$ cat src/rtl/fib_batch_ctrl.sv
// rtl/fib_batch_ctrl.sv - batch sequencer driving a fib core, results buffered in an output FIFO
module fib_batch_ctrl #(
    parameter int INPUT_WIDTH  = 6,
    parameter int OUTPUT_WIDTH = 32,
    parameter int FIFO_DEPTH   = 4
) (
    input  logic                    clk,
    input  logic                    rst,
    input  logic                    req_valid,
    output logic                    req_ready,
    input  logic [INPUT_WIDTH-1:0]  req_first,
    input  logic [INPUT_WIDTH-1:0]  req_last,
    output logic                    req_err,
    output logic                    fib_go,
    output logic [INPUT_WIDTH-1:0]  fib_n,
    input  logic                    fib_done,
    input  logic [OUTPUT_WIDTH-1:0] fib_result,
    input  logic                    fib_overflow,
    output logic                    out_valid,
    input  logic                    out_ready,
    output logic [INPUT_WIDTH-1:0]  out_n,
    output logic [OUTPUT_WIDTH-1:0] out_result,
    output logic                    out_overflow,
    output logic                    out_last,
    output logic                    busy
);
    localparam int PW = (FIFO_DEPTH > 1) ? $clog2(FIFO_DEPTH) : 1;
    localparam int CW = PW + 1;

    typedef enum logic [1:0] {S_IDLE, S_ISSUE, S_WAIT} state_t;

    state_t                  state, state_nx;
    logic [INPUT_WIDTH:0]    n_cnt;
    logic [INPUT_WIDTH:0]    last_q;
    logic                    skip_q;
    logic                    pend_q;
    logic                    err_q;
    logic [INPUT_WIDTH-1:0]  st_n;
    logic [OUTPUT_WIDTH-1:0] st_result;
    logic                    st_ovf;
    logic                    st_last;

    logic [CW-1:0]           count;
    logic [PW-1:0]           rd_ptr, wr_ptr;
    logic [INPUT_WIDTH-1:0]  mem_n      [FIFO_DEPTH];
    logic [OUTPUT_WIDTH-1:0] mem_result [FIFO_DEPTH];
    logic                    mem_ovf    [FIFO_DEPTH];
    logic                    mem_last   [FIFO_DEPTH];

    logic accept, empty_req, room, capture, push, pop;

    assign accept    = (state == S_IDLE) && req_valid;
    assign empty_req = req_first > req_last;
    assign room      = count < CW'(FIFO_DEPTH);
    // The result is staged for one cycle, so the FIFO count already includes it
    // by the time the controller re-enters ISSUE and checks for room.
    assign capture   = (state == S_WAIT) && !skip_q && !pend_q && fib_done;
    assign push      = pend_q;
    assign pop       = out_valid && out_ready;

    always_comb begin
        state_nx  = state;
        req_ready = 1'b0;
        fib_go    = 1'b0;
        case (state)
            S_IDLE: begin
                req_ready = 1'b1;
                if (req_valid && !empty_req) state_nx = S_ISSUE;
            end
            S_ISSUE: begin
                if (room) begin
                    fib_go   = 1'b1;
                    state_nx = S_WAIT;
                end
            end
            S_WAIT: begin
                if (pend_q) state_nx = st_last ? S_IDLE : S_ISSUE;
            end
            default: state_nx = S_IDLE;
        endcase
    end

    always_ff @(posedge clk or posedge rst) begin
        if (rst) begin
            state     <= S_IDLE;
            n_cnt     <= '0;
            last_q    <= '0;
            skip_q    <= 1'b0;
            pend_q    <= 1'b0;
            err_q     <= 1'b0;
            st_n      <= '0;
            st_result <= '0;
            st_ovf    <= 1'b0;
            st_last   <= 1'b0;
        end else begin
            state  <= state_nx;
            skip_q <= fib_go;
            pend_q <= capture;
            err_q  <= accept && empty_req;
            if (accept) begin
                n_cnt  <= {1'b0, req_first};
                last_q <= {1'b0, req_last};
            end else if ((state == S_WAIT) && pend_q && !st_last) begin
                n_cnt <= n_cnt + (INPUT_WIDTH + 1)'(1);
            end
            if (capture) begin
                st_n      <= n_cnt[INPUT_WIDTH-1:0];
                st_result <= fib_result;
                st_ovf    <= fib_overflow;
                st_last   <= (n_cnt == last_q);
            end
        end
    end

    always_ff @(posedge clk or posedge rst) begin
        if (rst) begin
            count  <= '0;
            rd_ptr <= '0;
            wr_ptr <= '0;
        end else begin
            if (push) wr_ptr <= wr_ptr + PW'(1);
            if (pop)  rd_ptr <= rd_ptr + PW'(1);
            case ({push, pop})
                2'b10:   count <= count + CW'(1);
                2'b01:   count <= count - CW'(1);
                default: count <= count;
            endcase
        end
    end

    always_ff @(posedge clk) begin
        if (push) begin
            mem_n[wr_ptr]      <= st_n;
            mem_result[wr_ptr] <= st_result;
            mem_ovf[wr_ptr]    <= st_ovf;
            mem_last[wr_ptr]   <= st_last;
        end
    end

    // Head is gated by out_valid so stale or uninitialised entries never show.
    assign out_valid    = (count != '0);
    assign out_n        = out_valid ? mem_n[rd_ptr]      : '0;
    assign out_result   = out_valid ? mem_result[rd_ptr] : '0;
    assign out_overflow = out_valid ? mem_ovf[rd_ptr]    : 1'b0;
    assign out_last     = out_valid ? mem_last[rd_ptr]   : 1'b0;
    assign fib_n        = n_cnt[INPUT_WIDTH-1:0];
    assign req_err      = err_q;
    assign busy         = (state != S_IDLE);
endmodule

$ cat config.mk
export PLATFORM = sky130hd
export DESIGN_NAME = fib_batch_ctrl
export DESIGN_NICKNAME = d
export VERILOG_FILES = /design/src/rtl/fib_batch_ctrl.sv
export SDC_FILE = /design/constraint.sdc
export NUM_CORES = 1
export LEC_CHECK = 0
export ABC_CLOCK_PERIOD_IN_PS = 6300
export CAP_MARGIN = 25
export CELL_PAD_IN_SITES_DETAIL_PLACEMENT = 1
export CELL_PAD_IN_SITES_GLOBAL_PLACEMENT = 1
export CORE_MARGIN = 4
export CORE_UTILIZATION = 52
export CTS_CLUSTER_DIAMETER = 30
export DETAILED_ROUTE_END_ITERATION = 10
export PLACE_DENSITY_LB_ADDON = 0.1
export SYNTH_ARGS = -nofsm -noshare
export SYNTH_HDL_FRONTEND = slang
export SYNTH_SLANG_ARGS = --single-unit
$ cat constraint.sdc
create_clock -name clk -period 6.3 [get_ports clk]
set_clock_uncertainty 0.2 [all_clocks]
set_input_delay 1.26 -clock clk [delete_from_list [all_inputs] [get_ports clk]]
set_output_delay 1.26 -clock clk [all_outputs]
set_load 0.005 [all_outputs]
; Word-level counts from Yosys, hierarchy flattened
; Memory sizes are Yosys's and may differ from the RTL's.
; Cells that the tools add are included.
[word_totals]
regBits = 65
ram_bits = 160
in_bits = 50
output_inout_bits = 51
wordCells = 68
n_memories = 4
[classes]
addsub = 5
order_cmp = 2
eq_ne = 8
mux = 17
n_reduce_logical = 19
[memory_table]
columns = memory, depth, width, rd, rd_ports_with_merged_regs, wr, line_no
row1 = mem_result, 4, 32, 1, 0, 1, 46  ; logic [OUTPUT_WIDTH-1:0] mem_result [FIFO_DEPTH];
row2 = mem_n, 4, 6, 1, 0, 1, 45  ; logic [INPUT_WIDTH-1:0] mem_n [FIFO_DEPTH];
row3 = mem_last, 4, 1, 1, 0, 1, 48  ; logic mem_last [FIFO_DEPTH];
row4 = mem_ovf, 4, 1, 1, 0, 1, 47  ; logic mem_ovf [FIFO_DEPTH];
[op_table]
columns = cell, count
row1 = $mux W32, 1
row2 = $mux W7, 2
row3 = $logic_and A1 B1 Y1, 9
row4 = $mux W1, 8
row5 = $add A7 B1 Y7 const B, 1
row6 = $eq A7 B6 Y1, 1
row7 = $gt A6 B6 Y1, 1
row8 = $mux W2, 3
row9 = $mux W6, 1
row10 = $pmux W2 S3, 1
row11 = $pmux W3 S2, 1
row12 = $reduce_bool A2 Y1, 3
row13 = $add A2 B1 Y2 const B, 2
row14 = $eq A2 B1 Y1 const B, 2
row15 = $eq A2 B2 Y1 const B, 2
row16 = $logic_not A1 Y1, 4
row17 = $ne A2 B2 Y1 const B, 2
row18 = $add A3 B1 Y3 const B, 1
row19 = $lt A3 B3 Y1 const B, 1
row20 = $reduce_and A3 Y1, 1
row21 = $reduce_bool A3 Y1, 1
row22 = $sub A3 B1 Y3 const B, 1
row23 = $logic_not A2 Y1, 1
row24 = $ne A2 B1 Y1 const B, 1

; Longest topological paths before layout
[depth]
depth_word = 5
depth_mapped = 8
ltp_nobuf = 8

; Worst setup path before layout
; Ideal clock, no wire load.
[synth_timing]
path_type = register to output
from = register rd_ptr[0]
to = output out_n[0]
t_arrival_ns = 1.529
required_time_ns = 4.840
setup_slack_ns = 3.311
path_stages_with_launch = 5
n_path_buf = 2
path_cell_list = dfrtp_1 clkbuf_1 buf_2 mux4_2 and2_1
[synth_via]
elab_chain_len = 2
[synth_rtl]
columns = item, line_no
row1 = from (decl), 44  ; logic [PW-1:0] rd_ptr, wr_ptr;
row2 = from (signal assigned), 122  ; if (pop) rd_ptr <= rd_ptr + PW'(1);
row3 = $mem_v2 Z4 W6, --
row4 = $mux W6, 142  ; assign out_n = out_valid ? mem_n[rd_ptr] : '0;
row5 = to (decl), 21  ; output logic [INPUT_WIDTH-1:0] out_n,
; No other way between the ends.

; Worst setup path after layout
[layout_timing]
from = register rd_ptr[0]
to = output out_n[4]
; The elaborated chain is that of the path after synthesis.

==> impl_metrics.py <==
metrics = {
    "global_route": {
        "grt_usage": 0.219,
        "antenna_found_initial": 0,
        "grt_pass1_wl_mm": 32.6,
        "grt_max_degree": 66,
        "overflow": 0,
        "first_global_vias": 5495,
    },
    "drt": {
        "drt-vias-per-instance": 5.51,
        "drc": 0,
        "wirelength_mm": 20.3,
        "vias": 4704,
        "drt_iter0_markers": 283,
        "wl_per_cell_um": 23.8,
        "postRouteAntennaNets": 0,
        "dr.pass1.iters": 4,
    },
    "finish": {
        "fin_cells": 854,
        "final_core_util": 0.693,
        "n_antenna_cell": 0,
        "final_common_cell": "edfxtp_1",
        "mostFrequentLayoutCells": "edfxtp_1 (160), clkdlybuf4s50_1 (100), dfrtp_1 (63)",
        "nNetsFinal": 667,
        "syn2layout_area_growth_pct": 29.5,
        "final_layout_size_suffix_gt1_frac": 0.268,
    },
    "sta": {
        "final_max_slew_viol_count": 0,
        "hold_viol_final": 0,
        "finalSetupViolations": 0,
        "post-route-min-period_ns": 4.25,
        "setup_tns_ns": 0,
        "min_period_over_period": 0.675,
        "rsz0062_at_grt": "no",
        "tightest_slew_ns": 0.899,
        "slew-limit-headroom": 0.400,
        "fmax_mhz": 235,
    },
    "power_and_ir_drop": {
        "ir_worst_vdd_uv": 276,
        "powerDensity_nw_per_um2": 530,
        "power.leakage_nw": 4.22,
        "power.total_mw": 6.16,
    },
    "cts": {
        "path_clk_slew_ns": 0.05,
        "cts_max_level": 2,
        "clk_latency_ns": 0.50,
        "cts_root_buf": "clkbuf_16",
        "cts_resized": 0,
        "cts_sinks": 225,
        "cts_tree": "built",
        "cts_buffers": 39,
        "ctsHoldBuffers": 0,
        "cts_max_path_buffers": 3,
        "post-cts-setup-buffer-count": 0,
    },
    "die": {
        "io_pins": 101,
        "die_y_um": 139,
        "design.die.area_um2": 19400,
        "core_um2": 16800,
        "initial_utilization": 0.535,
        "rows": 47,
        "die_w_um": 139,
    },
    "synth": {
        "yosysSeqAreaShare": 0.717,
        "syn_nets": 544,
        "yosysWarnings": 0,
        "syn_inst": 481,
        "synth_seq_cells": 225,
        "postSynthAreaPerCell_um2": 18.6,
        "syn_area_um2": 8970,
        "yosysUniqueCellTypes": 37,
    },
    "critical_path": {
        "setup.worst_path.start_class": "register",
        "crit_path_max_fanout": 42,
        "endpoint_kind": "output port",
        "critPathKind": "register to output port",
        "required_ns": 4.84,
        "cp.arrival_ns": 2.79,
    },
    "placement": {
        "portBuffers": 100,
        "place_congestion": 0.758,
        "dp.cells": 783,
        "hpwlAfterDp_mm": 11.2,
    },
    "hold_path": {
        "holdCritPathClass": "register to register",
    },
    "outcome": {
        "status": "finished clean",
    },
    "job": {
        "drv_cap": 0,
    },
}
critical path, stage by stage (launching register included):
cell,delay [ns]
dfrtp_4,0.99
mux4_2,0.60
and2_1,0.21
clkdlybuf4s50_1,0.48
state kept, by name (all words and copies together) (netlist names):
register    cells
st_last         1
wr_ptr          2
mem_result    128
mem_last        4
st_n            6
req_err         1
skip_q          1
st_ovf          1
count           3
last_q          6
mem_n          24
state           2
pend_q          1
n_cnt           7
rd_ptr          2
st_result      32
mem_ovf         4
kinds of logic (layout without fill, tap and decap cells):
family | Yosys count | in the layout | share of synthesized area
compound gates | 18 | 18 | 0.0126
xor+xnor | 16 | 16 | 0.0156
fa+ha+maj | 13 | 13 | 0.0190
buf+inv | 45 | 198 | 0.0245
flops | 225 | 225 | 0.717
mux | 88 | 88 | 0.160
simple gates | 76 | 76 | 0.0511
worst paths after layout:
check / from / endpoint / slack (ns) / cells after the start
setup / recovery: rd_ptr[0]$_DFFE_PP0N_ / out_n[4] / 2.05 / 3
hold / removal: n_cnt[6]$_DFFE_PP0P_ / st_last$_DFFE_PP0P_ / 0.31 / 1
setup reg to reg: pend_q$_DFF_PP0_ / st_n[1]$_DFFE_PP0P_ / 3.66 / 5
hold reg to reg: n_cnt[6]$_DFFE_PP0P_ / st_last$_DFFE_PP0P_ / 0.31 / 1
max in group asynchronous: rst / rd_ptr[0]$_DFFE_PP0N_ / 4.07 / 3
min in group asynchronous: rst / st_result[24]$_DFFE_PP0P_ / 1.15 / 3
Yosys cell counts, drive strengths merged:
master  number  share of area
buf         22          0.015
edfxtp     160           0.54
nand2       12         0.0050
or3          2         0.0014
fa           1         0.0022
ha          12          0.017
nor2         6         0.0025
dfrtp       65           0.18
and2        45          0.031
o221a        1         0.0013
clkbuf       6         0.0025
mux2i        3         0.0033
nor4b        1         0.0026
o21ai        7         0.0039
a21oi        5         0.0028
xor2        12          0.012
or2          1        0.00070
nand4        4         0.0028
mux2        45          0.056
o31a         1        0.00098
nor3         2         0.0017
a221oi       1        0.00098
inv         17         0.0071
xnor2        4         0.0039
mux4        40           0.10
nor3b        1        0.00084
o21bai       2         0.0017
and4bb       1         0.0014
o32ai        1        0.00098
nor4         1        0.00070
metrics by stage:
stage	hold slack (ns)	worst slack (ns)	cell area [um^2]
floorplan	0.254	3.21	8970
global placement	0.276	2.32	10200
detailed placement	0.291	2.52	10200
CTS	0.315	1.98	11600
global route	0.329	1.88	11600
finish	0.315	2.05	11600
routing by layer:
metal | wire, um | GRT usage | vias to the layer above
li1 | - | - | 2082
met5 | 0 | 0 | -
met1 | 7960 | 0.272 | 2440
met3 | 927 | 0.0429 | 41
met4 | 407 | 0.0659 | 0
met2 | 11000 | 0.391 | 141
where the power goes:
group | switching, mW | leakage (nW) | internal [mW]
registers | 0.394 | 2.23 | 2.03
logic | 0.556 | 1.32 | 0.940
clock network | 0.724 | 0.672 | 1.52
total | 1.67 | 4.22 | 4.49
final cells by class:
cell class | instances | area (um^2)
Clock buffer | 46 | 1070
Fill cell | 1387 | 5140
Timing Repair Buffer | 110 | 1100
Clock inverter | 25 | 347
Multi-Input combinational cell | 211 | 2320
Sequential cell | 225 | 6440
Tap cell | 220 | 275
Inverter | 17 | 65.1
No activity file was read; power rests on OpenSTA's default activity.
